[src/rtl/pcie_rx_credit.sv]
// Receive-side flow-control credit return for VC0: tracks TLP framing, classifies
// each delivered TLP, and emits one-cycle credit pulses plus statistics counters.
module pcie_rx_credit #(
  parameter logic [7:0] PD_MAX = 8'd32
) (
  input  logic        clk_125,
  input  logic        rstn,
  input  logic        rx_st,
  input  logic        rx_end,
  input  logic [15:0] rx_data,
  input  logic        rx_malf_tlp,
  output logic        ph_cr,
  output logic        pd_cr,
  output logic [7:0]  pd_num,
  output logic        nph_cr,
  output logic        npd_cr,
  output logic [15:0] cnt_p,
  output logic [15:0] cnt_np,
  output logic [15:0] cnt_cpl,
  output logic [15:0] cnt_drop,
  output logic [1:0]  o_dbg_state
);

  typedef enum logic [1:0] {
    IDLE = 2'd0,
    HDR1 = 2'd1,
    BODY = 2'd2
  } state_t;

  state_t      r_state, w_state_nxt;
  logic [1:0]  r_fmt;
  logic [4:0]  r_type;
  logic [9:0]  r_len;
  logic        r_malf;

  logic        w_done, w_abandon;
  logic        w_posted, w_nonposted, w_cpl, w_malf, w_drop;
  logic [10:0] w_len11, w_dw;
  logic [7:0]  w_pd_num;
  logic        w_unused;

  assign w_unused    = rx_data[15];
  assign o_dbg_state = r_state;

  // rx_st always wins: it abandons whatever TLP was open and starts a new one.
  always_comb begin
    w_state_nxt = r_state;
    w_done      = 1'b0;
    w_abandon   = 1'b0;
    if (rx_st) begin
      w_state_nxt = HDR1;
      w_abandon   = (r_state != IDLE);
    end else begin
      case (r_state)
        HDR1: w_state_nxt = BODY;
        BODY: begin
          if (rx_end) begin
            w_state_nxt = IDLE;
            w_done      = 1'b1;
          end
        end
        default: w_state_nxt = r_state;
      endcase
    end
  end

  always_ff @(posedge clk_125 or negedge rstn) begin
    if (!rstn) r_state <= IDLE;
    else       r_state <= w_state_nxt;
  end

  always_ff @(posedge clk_125 or negedge rstn) begin
    if (!rstn) begin
      r_fmt  <= 2'd0;
      r_type <= 5'd0;
      r_len  <= 10'd0;
      r_malf <= 1'b0;
    end else if (rx_st) begin
      r_fmt  <= rx_data[14:13];
      r_type <= rx_data[12:8];
      r_malf <= rx_malf_tlp;
    end else if (r_state == HDR1) begin
      r_len  <= rx_data[9:0];
      r_malf <= r_malf | rx_malf_tlp;
    end else if (r_state == BODY) begin
      r_malf <= r_malf | rx_malf_tlp;
    end
  end

  // Classification uses the latched header; malf may still arrive on the rx_end word.
  assign w_posted    = ((r_type == 5'b00000) && r_fmt[1]) || (r_type[4:3] == 2'b10);
  assign w_nonposted = !w_posted &&
                       (((r_type[4:1] == 4'b0000) && !r_fmt[1]) ||
                        (r_type == 5'b00010) || (r_type == 5'b00100) || (r_type == 5'b00101));
  assign w_cpl       = (r_type == 5'b01010) || (r_type == 5'b01011);
  assign w_malf      = r_malf | rx_malf_tlp;
  assign w_drop      = w_abandon || (w_done && (w_malf || !(w_posted || w_nonposted || w_cpl)));

  // Length field of zero encodes 1024 DW; credits are one per 4 DW, rounded up.
  assign w_len11  = (r_len == 10'd0) ? 11'd1024 : {1'b0, r_len};
  assign w_dw     = (w_len11 + 11'd3) >> 2;
  assign w_pd_num = (w_dw > {3'b000, PD_MAX}) ? PD_MAX : w_dw[7:0];

  always_ff @(posedge clk_125 or negedge rstn) begin
    if (!rstn) begin
      ph_cr    <= 1'b0;
      pd_cr    <= 1'b0;
      pd_num   <= 8'd0;
      nph_cr   <= 1'b0;
      npd_cr   <= 1'b0;
      cnt_p    <= 16'd0;
      cnt_np   <= 16'd0;
      cnt_cpl  <= 16'd0;
      cnt_drop <= 16'd0;
    end else begin
      ph_cr  <= w_done && w_posted;
      pd_cr  <= w_done && w_posted && r_fmt[1];
      pd_num <= (w_done && w_posted && r_fmt[1]) ? w_pd_num : 8'd0;
      nph_cr <= w_done && w_nonposted;
      npd_cr <= w_done && w_nonposted && r_fmt[1];
      if (w_done && w_posted)    cnt_p    <= cnt_p + 16'd1;
      if (w_done && w_nonposted) cnt_np   <= cnt_np + 16'd1;
      if (w_done && w_cpl)       cnt_cpl  <= cnt_cpl + 16'd1;
      if (w_drop)                cnt_drop <= cnt_drop + 16'd1;
    end
  end

endmodule

[config.mk]
export PLATFORM = sky130hd
export DESIGN_NAME = pcie_rx_credit
export DESIGN_NICKNAME = d
export VERILOG_FILES = /design/src/rtl/pcie_rx_credit.sv
export SDC_FILE = /design/constraint.sdc
export NUM_CORES = 1
export LEC_CHECK = 0
export CELL_PAD_IN_SITES_DETAIL_PLACEMENT = 1
export CELL_PAD_IN_SITES_GLOBAL_PLACEMENT = 1
export CORE_MARGIN = 1
export CORE_UTILIZATION = 35
export CTS_CLUSTER_DIAMETER = 40
export DETAILED_ROUTE_END_ITERATION = 8
export GPL_ROUTABILITY_DRIVEN = 0
export PLACE_DENSITY_LB_ADDON = 0.05
export SYNTH_ARGS = -nofsm -noshare
export SYNTH_HDL_FRONTEND = slang
export SYNTH_SLANG_ARGS = --single-unit
export TNS_END_PERCENT = 100
[constraint.sdc]
create_clock -name clk_125 -period 4.6 [get_ports clk_125]
set_clock_uncertainty 0.1 [all_clocks]
set_input_delay 0.46 -clock clk_125 [delete_from_list [all_inputs] [get_ports clk_125]]
set_output_delay 0.46 -clock clk_125 [all_outputs]
set_load 0.01 [all_outputs]
==> flow_metrics.tcl <==
set metrics [dict create \
    clkPwrFrac_pct 40.0 \
    synth_compound_area_share_pct 3.35 \
    seq_area_sq_um 2380 \
    hold_class "primary input to async pin" \
    min_period_over_period_pct 55.4 \
    ant_nets 0 \
    worstSetupEndpointType "flop" \
    fillers 1196 \
    coreArea_sq_um 11500 \
    drive_gt1_share_pct 10.5 \
    ys_ff_latch 95 \
    cts_tree "built" \
    path_max_fanout 17 \
    postCtsSetupRepairBufs 0 \
    top_layer_used "met4" \
    async_flop_share_pct 100 \
    synthSimpleGateAreaFrac_pct 17.9 \
    cts-root-buf "clkbuf_16" \
    drt_iter0_markers 95 \
    fin_crit_ps 2550 \
    wl_per_cell_um 15.3 \
    initial_utilization_pct 36.2 \
    die-area_sq_um 12300 \
    path_cells "clkdlybuf4s50_1 -> buf_4 -> nand4bb_2 -> a211oi_4 -> nand2_2 -> or4_4 -> nor3_2" \
    critPathLaunchType "primary input" \
    numCtsBuffers 9 \
    p_int_w 0.00160 \
    max_stage_delay_ps 550 \
    peakVddDrop_mv 0.208 \
    wl_met3_um 402 \
    final_core_util_pct 48.9 \
    dp_worst_setup_slack_ps 1640 \
    finalSetupTns_ps 0 \
    ys_seq_area_share_pct 57.3 \
    route.detailed.drc 0 \
    synth_top_area_share_pct 57.3 \
    cts_max_path_buffers 2 \
    grt_remaining_overflow 0 \
    yosys_warnings 0 \
    cts_resized 0 \
    ios 99 \
    max_clock_freq_mhz 392 \
    multiInputGateArea_sq_um 1710 \
    drtPass1Iterations 4 \
    swShare_pct 24.9 \
    synth_top_area_cell "dfrtp_1" \
    ys_types 41 \
    final_hold_viol_count 0 \
    die_x_um 111 \
    placed_area_sq_um 5270 \
    path_class "primary input to flop" \
    worst_pin_slew_ps 850 \
    synth_common_cells "95 x dfrtp_1, 55 x xnor2_1, 26 x nand2_1, 22 x nand3_1, 19 x nand4_1" \
    vias_per_cell 4.96 \
    cp_slowest_cell "or4_4" \
    drv_cap 0 \
    clock_latency_ps 340 \
    p_total_w 0.00213 \
    slew_headroom_pct 43.3 \
    yosys-mux-area-fraction_pct 4.89 \
    final-setup-viol-count 0 \
    gr-usage-all-layers_pct 16.3 \
    die_height_um 111 \
    arrival_ps 2720 \
    avgSynthCellArea_sq_um 11.9 \
    postLayoutCellArea_sq_um 5610 \
    num-nets-final 477 \
    synth_edf_count 0 \
    required_ps 4770 \
    cts_hold_buf 0 \
    status "complete, no violations" \
    place_hpwl_um 6540 \
    synthTopCellsByArea "dfrtp_1 57%, xnor2_1 12%, mux2_2 4.9%" \
    p_seq_share_pct 46.3 \
    leakage_nw 2.41 \
    grt_antenna_before_repair 0 \
    cp_num_buf_inv 2 \
    synth_top_family_by_area "simple AND/OR/NAND/NOR gates" \
    htree_levels 3 \
    cts.clk_slew.worst_paths_ps 60 \
    grt_pass1_wl_um 15800 \
    vias 2975 \
    crit_family "simple AND/OR/NAND/NOR gates" \
    synth_flop_cell "dfrtp_1" \
    synth.most_common_cell "dfrtp_1" \
    rsz0062_at_grt "no" \
    wl_um 9160 \
    clock-sinks 95 \
    diodes 0 \
    synth_xor_area_share_pct 13.7 \
    comb_power_share_pct 13.8 \
    wl_met1_um 4310 \
    power_density_nw_per_um2 380 \
    syn_inst 349 \
    power_switching_w 0.000532 \
    netlist_area_sq_um 4150 \
    grt_start_max_net_pins 68 \
    synthAdderAreaFrac_pct 1.21 \
    syn2layout_area_growth_pct 35.3 \
    grt_pass1_vias 3068 \
    wl_met2_um 4240 \
    io_buffers 96 \
    worst_slack_ps 2050 \
    rows 39 \
    finalMaxSlewViolations 0 \
]
metrics by stage:
stage                     hold slack, ps  cells
after floorplan                     64.4    350
after global placement               361    584
after detailed placement             369    584
after CTS                            145    600
after global routing                 191    600
final                                114    600
final cells by class:
cell class,instances,area share (%)
Clock buffer,10,4.08
Clock inverter,6,1.94
Inverter,6,0.402
Multi-Input combinational cell,241,30.5
Sequential cell,95,42.4
Tap cell,143,3.19
Timing Repair Buffer,99,17.5
power by group through the flow:
stage	sequential, W	clock (W)	combinational [W]
finish	0.000986	0.000852	0.000293
global placement	0.00100	0	0.000291
detailed placement	0.00100	0	0.000299
global route	0.00100	0.000909	0.000326
floorplan	0.00100	0	0.000135
CTS	0.000989	0.000875	0.000301
state kept, by name, indices dropped and copies added (netlist names):
name	count
npd_cr	1
nph_cr	1
r_len	10
cnt_cpl	16
pd_cr	1
pd_num	8
r_fmt	1
ph_cr	1
r_malf	1
cnt_p	16
o_dbg_state	2
cnt_np	16
cnt_drop	16
r_type	5
final timing paths:
| check | start | to | slack (ps) | cells after the start |
|---|---|---|---|---|
| worst max-delay path | rx_st | pd_num[0] | 2050 | 7 |
| worst min-delay path | rstn | cnt_p[15] | 110 | 1 |
| worst max register to register | r_type[0] | pd_num[0] | 2100 | 5 |
| worst min register to register | cnt_cpl[15] | cnt_cpl[15] | 370 | 1 |
| max in group asynchronous | rstn | cnt_cpl[9] | 3380 | 2 |
| min in group clk_125 | cnt_cpl[15] | cnt_cpl[15] | 370 | 1 |
cells in the final DEF, fill, tap and decap left out, drive strengths merged, types with 2 or more instances in the layout:
master | netlist | final
clkdlybuf4s50 | 0 | 95
mux2 | 18 | 18
and3 | 18 | 18
clkinv | 0 | 3
xnor2 | 55 | 55
a21oi | 3 | 3
conb | 1 | 2
and2 | 8 | 8
bufinv | 0 | 3
ha | 4 | 4
nor3 | 9 | 9
nand2 | 27 | 27
o21ai | 7 | 7
nand4 | 19 | 19
o21a | 2 | 2
inv | 6 | 6
xor2 | 10 | 10
and4 | 4 | 4
clkbuf | 7 | 10
nand2b | 3 | 3
nor2 | 14 | 14
nor4bb | 2 | 2
nand3 | 22 | 22
buf | 1 | 4
dfrtp | 95 | 95
per-layer routing:
layer | vias to the layer above | global-route usage [%]
li1 | 1417 | -
met1 | 1484 | 21.2
met2 | 60 | 25.1
met3 | 14 | 3.99
met4 | 0 | 8.53
met5 | - | 0
cells by family (layout without fill, tap and decap cells):
kind of cell / after synthesis / count (layout)
other cells: 1 / 2
flops: 95 / 95
fa+ha+maj: 4 / 4
buf+inv: 14 / 121
xor+xnor: 65 / 65
simple gates: 133 / 133
compound gates: 19 / 19
mux: 18 / 18
No activity file was read; power rests on OpenSTA's default activity.
